==> src/rtl/fir_pkg.sv <==
// Shared constants and state encoding for the FIR MAC sequencer.
// Latency: n/a (declarations only).
// Backpressure: n/a (declarations only).
//
// Contents:
//   TAPS, DATA_W, COEF_W, ACC_W, COEF_FRAC : default filter geometry
//   DRAIN_CYC                              : pipeline drain length after the last tap
//   state_t                                : sequencer state encoding
package fir_pkg;

  localparam int TAPS      = 32;  // number of taps
  localparam int DATA_W    = 16;  // Q1.15 samples
  localparam int COEF_W    = 16;  // Q1.15 coefficients
  localparam int ACC_W     = 40;  // >= DATA_W + COEF_W + $clog2(TAPS)
  localparam int COEF_FRAC = 15;  // fractional coefficient bits dropped at output

  // Two cycles to flush ROM read and product register, one to settle the sum.
  localparam int DRAIN_CYC = 3;

  typedef enum logic [1:0] {
    IDLE  = 2'd0,
    ISSUE = 2'd1,
    DRAIN = 2'd2
  } state_t;

endpackage

==> src/rtl/fir_round_sat.sv <==
// Round-half-up, drop COEF_FRAC bits and saturate an accumulator to DATA_W.
// Latency: purely combinational.
// Backpressure: none; output follows input.
//
// Ports:
//   acc : in  signed ACC_W   full-precision accumulator value
//   y   : out signed DATA_W  rounded and saturated sample
module fir_round_sat #(
  parameter int ACC_W     = 40,
  parameter int DATA_W    = 16,
  parameter int COEF_FRAC = 15
) (
  input  logic signed [ACC_W-1:0]  acc,
  output logic signed [DATA_W-1:0] y
);

  // One guard bit so the rounding constant can never wrap the sum.
  localparam int SUM_W = ACC_W + 1;
  // Width of the value after the fractional bits are removed.
  localparam int R_W   = SUM_W - COEF_FRAC;

  localparam logic signed [SUM_W-1:0] HALF = SUM_W'(1) << (COEF_FRAC - 1);

  logic signed [SUM_W-1:0] sum;
  logic signed [R_W-1:0]   r;
  logic                    pos_ovf;
  logic                    neg_ovf;
  logic                    unused_frac;

  always_comb begin
    sum = {acc[ACC_W-1], acc} + HALF;
    // Taking the upper bits of a two's complement value is a floor shift,
    // which together with +HALF gives round-half-up.
    r   = sum[SUM_W-1:COEF_FRAC];

    // Out of range when the bits above the output sign disagree with the sign.
    pos_ovf = !r[R_W-1] &&  (|r[R_W-2:DATA_W-1]);
    neg_ovf =  r[R_W-1] && !(&r[R_W-2:DATA_W-1]);

    y = r[DATA_W-1:0];
    if (pos_ovf) begin
      y = {1'b0, {(DATA_W-1){1'b1}}};
    end else if (neg_ovf) begin
      y = {1'b1, {(DATA_W-1){1'b0}}};
    end
  end

  // Fraction bits only matter through the rounding carry.
  assign unused_frac = ^sum[COEF_FRAC-1:0];

endmodule

==> src/rtl/fir_mac_seq.sv <==
// MAC sequencer: on start, sweeps taps 0..TAPS-1, accumulates tap*coef, emits one rounded sample.
// Latency: start accepted at end of cycle 0, y_valid pulse in cycle TAPS+4.
// Backpressure: none; start while busy is dropped and flagged on sticky overrun.
//
// Ports:
//   clk, rst_n : clock, asynchronous active-low reset
//   start      : in  new sample available, begin a computation (accepted only when idle)
//   abort      : in  cancel a running computation; dominates start
//   adres      : out tap/coef address for shift register and coefficient ROM
//   tap_data   : in  registered shift-register read of adres (1 cycle)
//   coef_data  : in  registered coefficient ROM read of adres (1 cycle)
//   y_out      : out filtered sample, held until the next result
//   y_valid    : out 1-cycle pulse when y_out is updated
//   busy       : out computation in progress
//   overrun    : out sticky, start seen while busy; cleared only by reset
module fir_mac_seq #(
  parameter  int TAPS      = fir_pkg::TAPS,
  parameter  int DATA_W    = fir_pkg::DATA_W,
  parameter  int COEF_W    = fir_pkg::COEF_W,
  parameter  int ACC_W     = fir_pkg::ACC_W,
  parameter  int COEF_FRAC = fir_pkg::COEF_FRAC,
  localparam int AW        = $clog2(TAPS)
) (
  input  logic                     clk,
  input  logic                     rst_n,
  input  logic                     start,
  input  logic                     abort,
  output logic [AW-1:0]            adres,
  input  logic signed [DATA_W-1:0] tap_data,
  input  logic signed [COEF_W-1:0] coef_data,
  output logic signed [DATA_W-1:0] y_out,
  output logic                     y_valid,
  output logic                     busy,
  output logic                     overrun
);

  import fir_pkg::*;

  localparam int PROD_W = DATA_W + COEF_W;

  state_t state_q;
  state_t state_d;

  logic [1:0]               drain_cnt_q;
  logic                     rd_vld_q;    // operands for some tap present on tap/coef inputs
  logic                     acc_vld_q;   // product register holds a product to be summed
  logic signed [PROD_W-1:0] prod_q;
  logic signed [ACC_W-1:0]  acc_q;
  logic signed [DATA_W-1:0] y_rnd;

  logic last_tap;
  logic last_drain;
  logic accept;
  logic kill;
  logic done;

  assign busy       = (state_q != IDLE);
  assign last_tap   = (adres == AW'(TAPS - 1));
  assign last_drain = (drain_cnt_q == 2'(DRAIN_CYC - 1));
  // abort dominates start in every state, so a simultaneous start is simply dropped.
  assign accept     = (state_q == IDLE) && start && !abort;
  assign kill       = busy && abort;
  assign done       = (state_q == DRAIN) && last_drain && !abort;

  // ---------------------------------------------------------------------------
  // Sequencer state
  // ---------------------------------------------------------------------------
  always_ff @(posedge clk or negedge rst_n) begin
    if (!rst_n) begin
      state_q <= IDLE;
    end else begin
      state_q <= state_d;
    end
  end

  always_comb begin
    state_d = state_q;
    unique case (state_q)
      IDLE: begin
        if (accept) begin
          state_d = ISSUE;
        end
      end
      ISSUE: begin
        if (abort) begin
          state_d = IDLE;
        end else if (last_tap) begin
          state_d = DRAIN;
        end
      end
      DRAIN: begin
        if (abort || last_drain) begin
          state_d = IDLE;
        end
      end
      default: state_d = IDLE;
    endcase
  end

  // ---------------------------------------------------------------------------
  // Address and drain counters
  // ---------------------------------------------------------------------------
  // adres is 0 everywhere except while stepping through ISSUE, so the first
  // ISSUE cycle already presents tap 0 without a separate load.
  always_ff @(posedge clk or negedge rst_n) begin
    if (!rst_n) begin
      adres       <= '0;
      drain_cnt_q <= '0;
    end else begin
      if ((state_q == ISSUE) && !abort && !last_tap) begin
        adres <= adres + 1'b1;
      end else begin
        adres <= '0;
      end

      if ((state_q == DRAIN) && !abort && !last_drain) begin
        drain_cnt_q <= drain_cnt_q + 1'b1;
      end else begin
        drain_cnt_q <= '0;
      end
    end
  end

  // ---------------------------------------------------------------------------
  // MAC pipeline: address -> registered read -> product reg -> accumulator
  // ---------------------------------------------------------------------------
  // rd_vld_q lines up with the cycle the ROM/shift register output is valid,
  // acc_vld_q with the cycle the product register holds that tap.
  always_ff @(posedge clk or negedge rst_n) begin
    if (!rst_n) begin
      rd_vld_q  <= 1'b0;
      acc_vld_q <= 1'b0;
      prod_q    <= '0;
      acc_q     <= '0;
    end else begin
      rd_vld_q  <= (state_q == ISSUE) && !abort;
      acc_vld_q <= rd_vld_q && !kill;

      if (rd_vld_q) begin
        prod_q <= tap_data * coef_data;
      end

      // Sizing guarantees no overflow, so the sum is never clamped here.
      if (accept || kill) begin
        acc_q <= '0;
      end else if (acc_vld_q) begin
        acc_q <= acc_q + {{(ACC_W - PROD_W){prod_q[PROD_W-1]}}, prod_q};
      end
    end
  end

  // ---------------------------------------------------------------------------
  // Output stage
  // ---------------------------------------------------------------------------
  fir_round_sat #(
    .ACC_W     (ACC_W),
    .DATA_W    (DATA_W),
    .COEF_FRAC (COEF_FRAC)
  ) u_round_sat (
    .acc (acc_q),
    .y   (y_rnd)
  );

  // The last product lands in the accumulator at the end of the second DRAIN
  // cycle, so the final DRAIN cycle samples a complete sum.
  always_ff @(posedge clk or negedge rst_n) begin
    if (!rst_n) begin
      y_out   <= '0;
      y_valid <= 1'b0;
      overrun <= 1'b0;
    end else begin
      y_valid <= done;
      if (done) begin
        y_out <= y_rnd;
      end
      if (start && busy && !abort) begin
        overrun <= 1'b1;
      end
    end
  end

endmodule

==> config.mk <==
export PLATFORM = sky130hd
export DESIGN_NAME = fir_mac_seq
export DESIGN_NICKNAME = d
export VERILOG_FILES = /design/src/rtl/fir_pkg.sv /design/src/rtl/fir_round_sat.sv /design/src/rtl/fir_mac_seq.sv
export SDC_FILE = /design/constraint.sdc
export NUM_CORES = 1
export LEC_CHECK = 0
export ABC_AREA = 1
export CORE_MARGIN = 2
export CORE_UTILIZATION = 60
export CTS_CLUSTER_DIAMETER = 100
export DETAILED_ROUTE_END_ITERATION = 16
export PLACE_DENSITY = 0.78
export SLEW_MARGIN = 40
export SYNTH_ARGS = -nofsm -noshare
export SYNTH_HDL_FRONTEND = slang
export SYNTH_SLANG_ARGS = --single-unit
==> constraint.sdc <==
create_clock -name clk -period 4.6 [get_ports clk]
set_input_delay 0.92 -clock clk [delete_from_list [all_inputs] [get_ports clk]]
set_output_delay 0.92 -clock clk [all_outputs]
set_load 0.005 [all_outputs]
==> impl_results.md, run 1 <==
- Grt ovf: 0
- Vias per inst: 5.98
- Vias after detailed routing: 18,900
- Max-cap violation count: 0
- Chip width: 176 um
- Initial antenna violation count: 2
- Synth warn: 0
- Hold Slack: 0.428 ns
- Fraction of registers with async set/reset: 100%
- Mapped Avg Cell Area: 7.20 um^2
- Max_slew headroom: 35.0%
- Syn_nets: 2,892
- CTS Sinks: 101
- Clk root buf: clkbuf_16
- Buffer depth of the longest clock path: 2
- Seq/Total Area, Yosys: 14.2%
- Cell area after layout: 0.0235 mm^2
- Drt first pass iters: 6
- Die Span Y: 176 um
- Failing checks: negative setup slack
- Crit end category: register
- Core Area: 0.0289 mm^2
- Final GP Congestion: 0.985
- DP Area: 0.0205 mm^2
- Mapped cell area: 0.0178 mm^2
- Tightest Pin Transition: 0.964 ns
- Status: complete, but fails checks
- PortBufs: 59
- Nets: 3,186
- Hold Crit Class: reg2reg
- CTS buffer count: 9
- Max-slew violation count: 0
- Unrepaired setup endpoints after global routing: yes
- Setup WS pre-CTS: -1.99 ns
- Number of synthesized flops with an enable pin: 0
- # rows: 62
- Crit path DAT: 6.35 ns
- Overall global routing resource usage: 42.1%
- DR iter-0 viols: 2,129
- Largest net degree at the start of global routing: 56
- Layout cell share with drive strength beyond 1: 26.9%
- Worst path required time: 4.88 ns
- Total wire length: 70,200 um
- Clock Latency Late Sink: 0.38 ns
- DIE AREA: 0.0310 mm^2
- CTS tree: built
- Fmax: 0.165 GHz
- ANT nets after route: 0
- Io pins: 60
- Worst Path Max Fanout: 5
- Prevailing post-synth register cell: dfrtp_1
- Setup Crit Path Kind: in2reg
- Area Growth Syn to Fin: 32.6%
- Fin crit share: 132%
- Distinct cells, synth: 40
- WHS Path Cells: 1
- Clk_skew: 0.0136 ns
- Initial Utilization: 61.4%
- Wire length per cell: 22.2 um
- Global-route wire length before repair: 100,000 um
- DP HPWL: 43,000 um
- Vias in the first global route: 19,100
- Worst Setup Start Kind: input pin
- Hold bufs inserted after CTS: 0
- Min cycle time layout: 6.07 ns
- Synth Instances: 2,468
- Residual DRC: 0
- #FFs+latches synth: 101
- Final setup violation count: 25
- Final Util: 81.4%
- Clock transition at the registers of the reported paths: 0.07 ns
- Fin. Hold Viols: 0
- R2R depth: 13
- CTS H-tree lvls: 3
- Post-route setup slack: -1.47 ns
==> cell usage in the layout, fill, tap and decap left out, drive strengths merged <==
cell           synthesis  routed
nor4                   7       7
o22ai                  3       3
nand4                 12      12
clkdlybuf4s50          0      27
nand3                 75      75
o31ai                  1       1
buf                    3     322
dfrtp                101     101
a31oi                 16      16
nand3b                 2       2
nand2                688     688
xnor2                 17      17
diode                  0       5
nor3                  16      16
clkinvlp               0       2
o211ai                 2       2
o21ai                 96      96
and3                   1       1
a21boi                 6       6
clkdlybuf4s15          0       2
ha                   125     125
bufbuf                 0       3
clkinv                 0       2
dlygate4sd2            0       1
nor3b                  1       1
xor2                  18      18
o21bai                19      19
nor2                 214     214
fa                   263     263
or2                   16      16
a31o                   2       2
a22o                   2       2
a21oi                106     106
inv                  574     577
a21o                   9       9
clkbuf                73      13
==> logic make-up (layout without fill, tap and decap cells) <==
group | after synthesis | in the layout | share of synthesized area, %
buf+inv | 650 | 949 | 13.8
flops | 101 | 101 | 14.2
other cells | 0 | 5 | 0
compound gates | 262 | 262 | 8.40
xor+xnor | 35 | 35 | 1.73
fa+ha+maj | 388 | 388 | 38.5
simple gates | 1032 | 1032 | 23.3
==> per-layer routing <==
metal  vias up  global-route usage (%)  share of wire (%)
met5         -                       0                  0
met4         0                    19.5                8.2
met3       537                    12.3                 12
met2      1473                    67.9                 45
met1      8899                    52.4                 35
li1       7977                       -                  -
==> final cells by class <==
cell class / instances / area, um^2
Tap cell: 384 / 480
Timing Repair inverter: 1 / 7.51
Timing Repair Buffer: 358 / 3620
Antenna cell: 5 / 12.5
Clock buffer: 10 / 239
Inverter: 574 / 2170
Multi-Input combinational cell: 1717 / 14400
Clock inverter: 6 / 65.1
Fill cell: 1730 / 5390
Sequential cell: 101 / 2530
==> per-stage QoR <==
stage               TNS, ns  cells
finish               -26.11   3156
global placement     -42.76   2999
global route         -28.67   3151
floorplan            -21.34   2468
CTS                  -21.90   3134
detailed placement   -44.79   2999
==> synth_stat cells, types with 17 or more instances <==
cell | count | area share (%)
o21bai_1 | 19 | 0.80
clkbuf_1 | 73 | 1.5
dfrtp_1 | 101 | 14
xor2_1 | 18 | 0.89
ha_1 | 125 | 8.8
nand3_1 | 74 | 2.1
a21oi_1 | 95 | 2.7
nand2_1 | 685 | 14
xnor2_1 | 17 | 0.84
fa_1 | 263 | 30
o21ai_0 | 95 | 2.7
nor2_1 | 206 | 4.4
inv_1 | 574 | 12
==> worst max-delay path, cell delays in order <==
cell	delay [ns]
buf_4	0.14
buf_12	0.15
buf_4	0.12
nand2_1	0.07
fa_1	0.54
inv_1	0.08
fa_1	0.58
fa_1	0.46
fa_1	0.54
fa_1	0.58
inv_1	0.07
fa_1	0.54
inv_2	0.05
ha_4	0.32
a21oi_2	0.11
o21ai_1	0.39
nand2_1	0.18
nand2_1	0.17
a21oi_2	0.06
nand2_1	0.07
nand2_1	0.06
a31oi_1	0.13
==> timing repair <==
action	4_1_cts	5_1_grt
buffers inserted	105	26
resized for setup	429	200
pin swaps	166	152
gates cloned	15	0
setup endpoints to repair	26	26
==> worst paths after layout <==
check	slack (ns)	end	start
min in group asynchronous	0.59	y_out[11]$_DFFE_PN0P_	rst_n
setup reg to reg	1.62	acc_q[30]$_DFFE_PN0P_	acc_q[0]$_DFFE_PN0P_
hold / removal	0.43	drain_cnt_q[0]$_DFF_PN0_	drain_cnt_q[0]$_DFF_PN0_
hold reg to reg	0.43	drain_cnt_q[0]$_DFF_PN0_	drain_cnt_q[0]$_DFF_PN0_
max in group asynchronous	3.12	acc_q[21]$_DFFE_PN0P_	rst_n
setup / recovery	-1.47	prod_q[30]$_DFFE_PN0P_	coef_data[11]
==> state kept, by name, indices dropped and copies added, names as in the netlist, 2 cells and up <==
register	count
acc_q	40
prod_q	32
y_out	16
adres	5
drain_cnt_q	2
state_q	2
Power of run 1 is not shown: default switching activity piles up to over one toggle a cycle in this logic, so the estimate is an artifact.
==> run 2: changes to the inputs <==
Settings changed: CORE_MARGIN 2 to unset.
==> impl_results.md, run 2 (synthesis gave the netlist of run 1 again) <==
- Min cycle time layout: 6.47 ns
- Global-route wire length before repair: 107,000 um
- DP Area: 0.0206 mm^2
- Max-cap violation count: 0
- Unrepaired setup endpoints after global routing: yes
- Worst Setup EP: prod_q[24]$_DFFE_PN0P_
- Vias in the first global route: 19,900
- CTS buffer count: 9
- PortBufs: 59
- DP HPWL: 43,600 um
- Largest net degree at the start of global routing: 46
- Worst R2R End: acc_q[23]$_DFFE_PN0P_
- Hold bufs inserted after CTS: 0
- Clk_skew: 0.0123 ns
- Tightest Pin Transition: 0.703 ns
- Fin cells: 3,182
- Max FFs per register: 40
- Initial Utilization: 61.4%
- CTS tree: built
- # rows: 62
- Area Growth Syn to Fin: 34.0%
- Clock Latency Late Sink: 0.37 ns
- Chip width: 174 um
- R2R Setup Slk: 1.67 ns
- Overall global routing resource usage: 46.6%
- Final setup violation count: 26
- Buffer depth of the longest clock path: 2
- Fmax: 0.154 GHz
- Fin. Hold Viols: 0
- Grt ovf: 0
- Biggest register: acc_q
- Initial antenna violation count: 5
- Failing checks: negative setup slack
- R2R depth: 12
- Total wire length: 77,600 um
- ANT nets after route: 0
- Inst Count DP: 3,019
- DIE AREA: 0.0303 mm^2
- Final GP Congestion: 0.955
- Core Area: 0.0289 mm^2
- Crit path DAT: 6.78 ns
- Io pins: 60
- Worst Setup Start Kind: input pin
- Nets: 3,216
- Setup WS pre-CTS: -1.97 ns
- Crit end category: register
- Largest regs: acc_q (40), prod_q (32), y_out (16)
- Max-slew violation count: 0
- Layout cell share with drive strength beyond 1: 27.6%
- Hold Slack: 0.411 ns
- CTS Sinks: 101
- Hold Crit Class: in2async
- Worst Path Max Fanout: 5
- Drt first pass iters: 13
- Clock transition at the registers of the reported paths: 0.08 ns
- Vias after detailed routing: 19,700
- Worst path required time: 4.91 ns
- Wire length per cell: 24.4 um
- Residual DRC: 0
- CP Launch Point: tap_data[3]
- Status: complete, but fails checks
- Vias per inst: 6.19
- Post-route setup slack: -1.87 ns
- Die Span Y: 174 um
- Fin crit share: 141%
- Max_slew headroom: 52.8%
- Most frequent cells in the layout: 594 x nand2_1, 467 x inv_1, 229 x fa_1, 215 x buf_4, 181 x nor2_1
- Fillers: 1,586
- Setup Crit Path Kind: in2reg
- CTS H-tree lvls: 3
- Cell area after layout: 0.0238 mm^2
- Reg2reg start: prod_q[2]$_DFFE_PN0P_
- Clk root buf: clkbuf_16
- Most common cell after layout, fill and taps aside: nand2_1
- DR iter-0 viols: 2,744
-- run 2: changes by cell type in the layout (fill, tap and decap cells not counted), sizes merged, moves of 2 or more --
cell	delta
buf	+32
diode	-4
clkinv	+2
inv	-2
-- run 2: layout make-up --
cell class                 instances  area [um^2]  share of cell area [%]
antenna                            1         2.50                  0.0105
multi-input combinational       1717        14400                    60.4
inverter                         574         2180                    9.17
tap                              384          480                    2.02
clock inverter                     6         47.5                   0.200
clock buffer                      10          229                   0.962
sequential                       101         2530                    10.6
timing repair buffer             389         3950                    16.6
-- run 2: stage by stage --
stage | util (%) | TNS (ns)
after detailed placement | 71.3 | -43.15
after global placement | 71.3 | -41.64
after CTS | 80.0 | -22.85
after floorplan | - | -21.34
after global routing | 82.2 | -40.36
final | 82.2 | -36.08
-- run 2: how the worst min path moves through the flow --
stage	cells after the start	from	to	slack [ns]
6_report	1	rst_n	y_out[11]$_DFFE_PN0P_	0.41
2_1_floorplan	1	drain_cnt_q[0]$_DFF_PN0_	drain_cnt_q[0]$_DFF_PN0_	0.40
4_1_cts	1	rst_n	y_out[11]$_DFFE_PN0P_	0.43
3_5_place_dp	1	drain_cnt_q[0]$_DFF_PN0_	drain_cnt_q[0]$_DFF_PN0_	0.43
3_3_place_gp	1	drain_cnt_q[0]$_DFF_PN0_	drain_cnt_q[0]$_DFF_PN0_	0.41
5_1_grt	1	rst_n	y_valid$_DFF_PN0_	0.43
-- run 2: layer usage --
layer / wire length, um / vias to the layer above / track usage [%] / share of wire (%)
met2: 32200 / 1760 / 71.2 / 42
li1: - / 8027 / - / -
met1: 25900 / 9153 / 56.0 / 33
met4: 7410 / 12 / 30.6 / 9.6
met3: 11800 / 731 / 16.3 / 15
met5: 193 / - / 0 / 0.25
-- run 2: critical path, cell delays in order --
cell     delay [ns]
buf_2          0.13
buf_6          0.13
buf_6          0.13
buf_4          0.13
nand2_2        0.06
inv_2          0.09
fa_1           0.77
fa_1           0.53
fa_1           0.44
fa_1           0.59
fa_1           0.43
inv_1          0.16
fa_1           0.57
inv_1          0.08
ha_4           0.32
nand2_1        0.14
nor2_2         0.19
inv_1          0.07
buf_4          0.14
nor2_2         0.17
nand3_1        0.17
nand3_2        0.15
or2_4          0.13
nand3_2        0.05
nand2_1        0.08
-- run 2: what timing repair did --
| action | 4_1_cts | 5_1_grt |
|---|---|---|
| buffers inserted | 109 | 29 |
| endpoints found under the setup margin | 26 | 26 |
| pin swaps | 183 | 98 |
| gates resized for setup | 464 | 181 |
| gates cloned | 16 | 0 |
Power of run 2 is left out for the same reason.
==> run 3: changes to the inputs <==
Settings changed: CTS_BUF_LIST set to sky130_fd_sc_hd__clkbuf_4.
==> impl_results.md, run 3 <==
- Worst ep type: register data pin
- Last stage: global routing
- Io pins: 60
- CTS buffer count: 9
- Most common cell in the netlist: nand2_1
- Die Span Y: 174 um
- Mapped cell area: 0.0178 mm^2
- CTS Sinks: 101
- Mapped Avg Cell Area: 7.20 um^2
- Prevailing post-synth register cell: dfrtp_1
- Final GP Congestion: 0.955
- Grt ovf: 4
- CTS H-tree lvls: 3
- Initial Utilization: 61.4%
- XOR/XNOR Fraction of Synth Area: 1.73%
- Synth warn: 0
- Tool error: [ERROR GRT-0232] Routing congestion too high. Check the congestion heatmap in the GUI.
- PortBufs: 59
- Yosys top cell by area: fa_1
- Setup WS pre-CTS: -1.97 ns
- Chip width: 174 um
- #FFs+latches synth: 101
- Seq/Total Area, Yosys: 14.2%
- Overall global routing resource usage: 58.2%
- Post-synthesis adder-cell area fraction: 38.5%
- Number of synthesized flops with an enable pin: 0
- Status: aborted with a tool error
- Area contributors post-synth: fa_1 30%, nand2_1 14%, dfrtp_1 14%
- Top cell type's share of synthesized area: 29.6%
- Fraction of registers with async set/reset: 100%
- Largest net degree at the start of global routing: 46
- Largest family of logic cells by synthesized area: adder cells
- Worst endpoint, post-GRT repair: prod_q[31]$_DFFE_PN0P_/D
- Buffer depth of the longest clock path: 2
- # rows: 62
- Distinct cells, synth: 40
- Synth Instances: 2,468
- Simple-Gate Fraction of Synth Area: 23.3%
- DP HPWL: 43,600 um
- DP Area: 0.0206 mm^2
- Post-synthesis mux area share: 0%
- Compound-Gate Fraction of Synth Area: 8.40%
- Syn_nets: 2,892
- Post-synth top cells: 685 x nand2_1, 574 x inv_1, 263 x fa_1, 206 x nor2_1, 125 x ha_1
- Hold bufs inserted after CTS: 0
- Clk root buf: clkbuf_4
## run 3: cell counts after synthesis
Identical to the previous run, type by type.
## run 3: what timing repair did
action	CTS
pin swaps	190
cloned	16
gates resized for setup	476
buffers inserted	95
setup endpoints to repair	26
## run 3: through the flow
stage                     cells  hold WS (ns)
after floorplan            2468         0.403
after global placement     3019         0.413
after detailed placement   3019         0.428
after CTS                  3145         0.255
## run 3: kinds of logic after synthesis
logic type	after synthesis
compound gates	262
fa+ha+maj	388
buf+inv	650
flops	101
simple gates	1032
xor+xnor	35
## run 3: per-layer routing
layer,overflow,track usage [%]
met5,0,11.5
met4,0,46.8
met3,0,37.9
met2,4,76.7
met1,0,64.3
==> run 4: changes to the inputs <==
Settings changed: CORE_UTILIZATION 60 to 40, CTS_BUF_LIST sky130_fd_sc_hd__clkbuf_4 to unset, CTS_CLUSTER_DIAMETER 100 to unset, PLACE_DENSITY 0.78 to unset, PLACE_DENSITY_LB_ADDON set to 0.15.
==> impl_results.md, run 4 (synthesis gave the netlist of run 1 again) <==
- Wire length on met2: 26,100 um
- CTS buffer count: 9
- Core Area: 0.0435 mm^2
- Crit path DAT: 5.96 ns
- Worst Setup Start Kind: input pin
- Initial antenna violation count: 0
- Tightest Pin Transition: 0.878 ns
- Vias after detailed routing: 16,400
- Cell area after layout: 0.0238 mm^2
- FF/Latch Area: 0.00253 mm^2
- ANT nets after route: 0
- Final Util: 54.7%
- Status: complete, but fails checks
- Max FFs per register: 40
- Worst path required time: 4.89 ns
- CTS Sinks: 101
- Largest net degree at the start of global routing: 67
- Final setup violation count: 24
- Global-route wire length before repair: 88,000 um
- Largest regs: acc_q (40), prod_q (32), y_out (16)
- Buf+Inv Stages, Crit Path: 9
- DIE AREA: 0.0452 mm^2
- Fillers: 4,103
- Layout cell share with drive strength beyond 1: 26.7%
- Most frequent cell on the critical path: fa_1
- Fin crit share: 123%
- Failing checks: negative setup slack
- ANT cells: 0
- Hold bufs inserted after CTS: 0
- CTS H-tree lvls: 3
- Crit end category: register
- Clock transition at the registers of the reported paths: 0.08 ns
- Post-route setup slack: -1.07 ns
- Chip width: 213 um
- Biggest register: acc_q
- Vias per inst: 4.87
- Initial Utilization: 40.9%
- Max-slew violation count: 0
- Die Span Y: 213 um
- Nets: 3,198
- Max stage delay on crit path: 0.58 ns
- Clock Latency Late Sink: 0.37 ns
- Io pins: 60
- Most frequent cells in the layout: 595 x nand2_1, 477 x inv_1, 231 x fa_1, 201 x buf_4, 183 x nor2_1
- Wire length per cell: 15.8 um
- Most common cell after layout, fill and taps aside: nand2_1
- Setup Crit Path Kind: in2reg
- DP HPWL: 42,600 um
- Clk root buf: clkbuf_16
- Hold Crit Class: reg2reg
- Worst Path Max Fanout: 5
- Multi-input logic area: 0.0143 mm^2
- Clk_skew: 0.0143 ns
- Crit-path slowest cell: fa_2
- # rows: 76
- Unrepaired setup endpoints after global routing: yes
- Residual DRC: 0
- Routed length on met1: 23,700 um
- PortBufs: 59
- Fmax: 0.176 GHz
- Vias in the first global route: 17,200
- Final GP Congestion: 0.936
- Drt first pass iters: 5
- Min cycle time layout: 5.67 ns
- Fin. Hold Viols: 0
- DR iter-0 viols: 873
- Buffer depth of the longest clock path: 2
- DR WL met3: 1600 um
- CTS tree: built
- Uppermost routed layer: met4
- Setup WS pre-CTS: -2.09 ns
- Max_slew headroom: 40.8%
- DP Area: 0.0210 mm^2
- Grt ovf: 0
- Cell family with most CP delay: adder cells
- Area Growth Syn to Fin: 33.7%
- Total wire length: 53,000 um
- Worst-path cell chain: buf_12 > buf_12 > buf_6 > buf_6 > nand2_2 > inv_2 > fa_1 > fa_2 > fa_1 > fa_1 > fa_1 > inv_2 > fa_1 > inv_2 > ha_4 > nand2_4 > nor2_4 > inv_2 > nor4_4 > buf_4 > a21oi_4 > nand2_1 > nand2_1 > a31oi_1
- Max-cap violation count: 0
- Overall global routing resource usage: 24.7%
run 4: timing repair:
action,CTS,global route
setup endpoints to repair,26,25
gates cloned,6,1
gates resized for setup,445,156
pin swaps,165,137
buffers inserted,93,28
run 4: per-layer routing:
metal	vias up	GRT usage, %
li1	7988	-
met1	8014	32.4
met2	280	43.4
met3	89	1.91
met4	0	7.47
met5	-	0
run 4: worst paths after layout:
kind,startpoint,slack (ns),depth (start not counted),end
setup / recovery,tap_data[8],-1.07,24,prod_q[30]$_DFFE_PN0P_
hold / removal,drain_cnt_q[0]$_DFF_PN0_,0.43,1,drain_cnt_q[0]$_DFF_PN0_
setup reg to reg,prod_q[0]$_DFFE_PN0P_,1.68,13,acc_q[30]$_DFFE_PN0P_
hold reg to reg,drain_cnt_q[0]$_DFF_PN0_,0.43,1,drain_cnt_q[0]$_DFF_PN0_
max in group asynchronous,rst_n,3.29,2,y_out[13]$_DFFE_PN0P_
min in group asynchronous,rst_n,0.54,1,prod_q[2]$_DFFE_PN0P_
run 4: cell type report:
class / count / share of cell area, %
Multi-Input combinational cell: 1717 / 60.3
Timing Repair Buffer: 371 / 15.5
Sequential cell: 101 / 10.6
Inverter: 574 / 9.18
Tap cell: 585 / 3.08
Clock buffer: 9 / 0.948
Clock inverter: 7 / 0.385
run 4: stage by stage:
step	setup TNS, ns	cells	hold slack [ns]
detailed placement	-44.56	3231	0.421
finish	-21.71	3364	0.430
floorplan	-21.34	2468	0.403
global route	-25.91	3364	0.453
CTS	-21.72	3346	0.433
global placement	-43.71	3231	0.412
Power of run 4 is left out for the same reason.
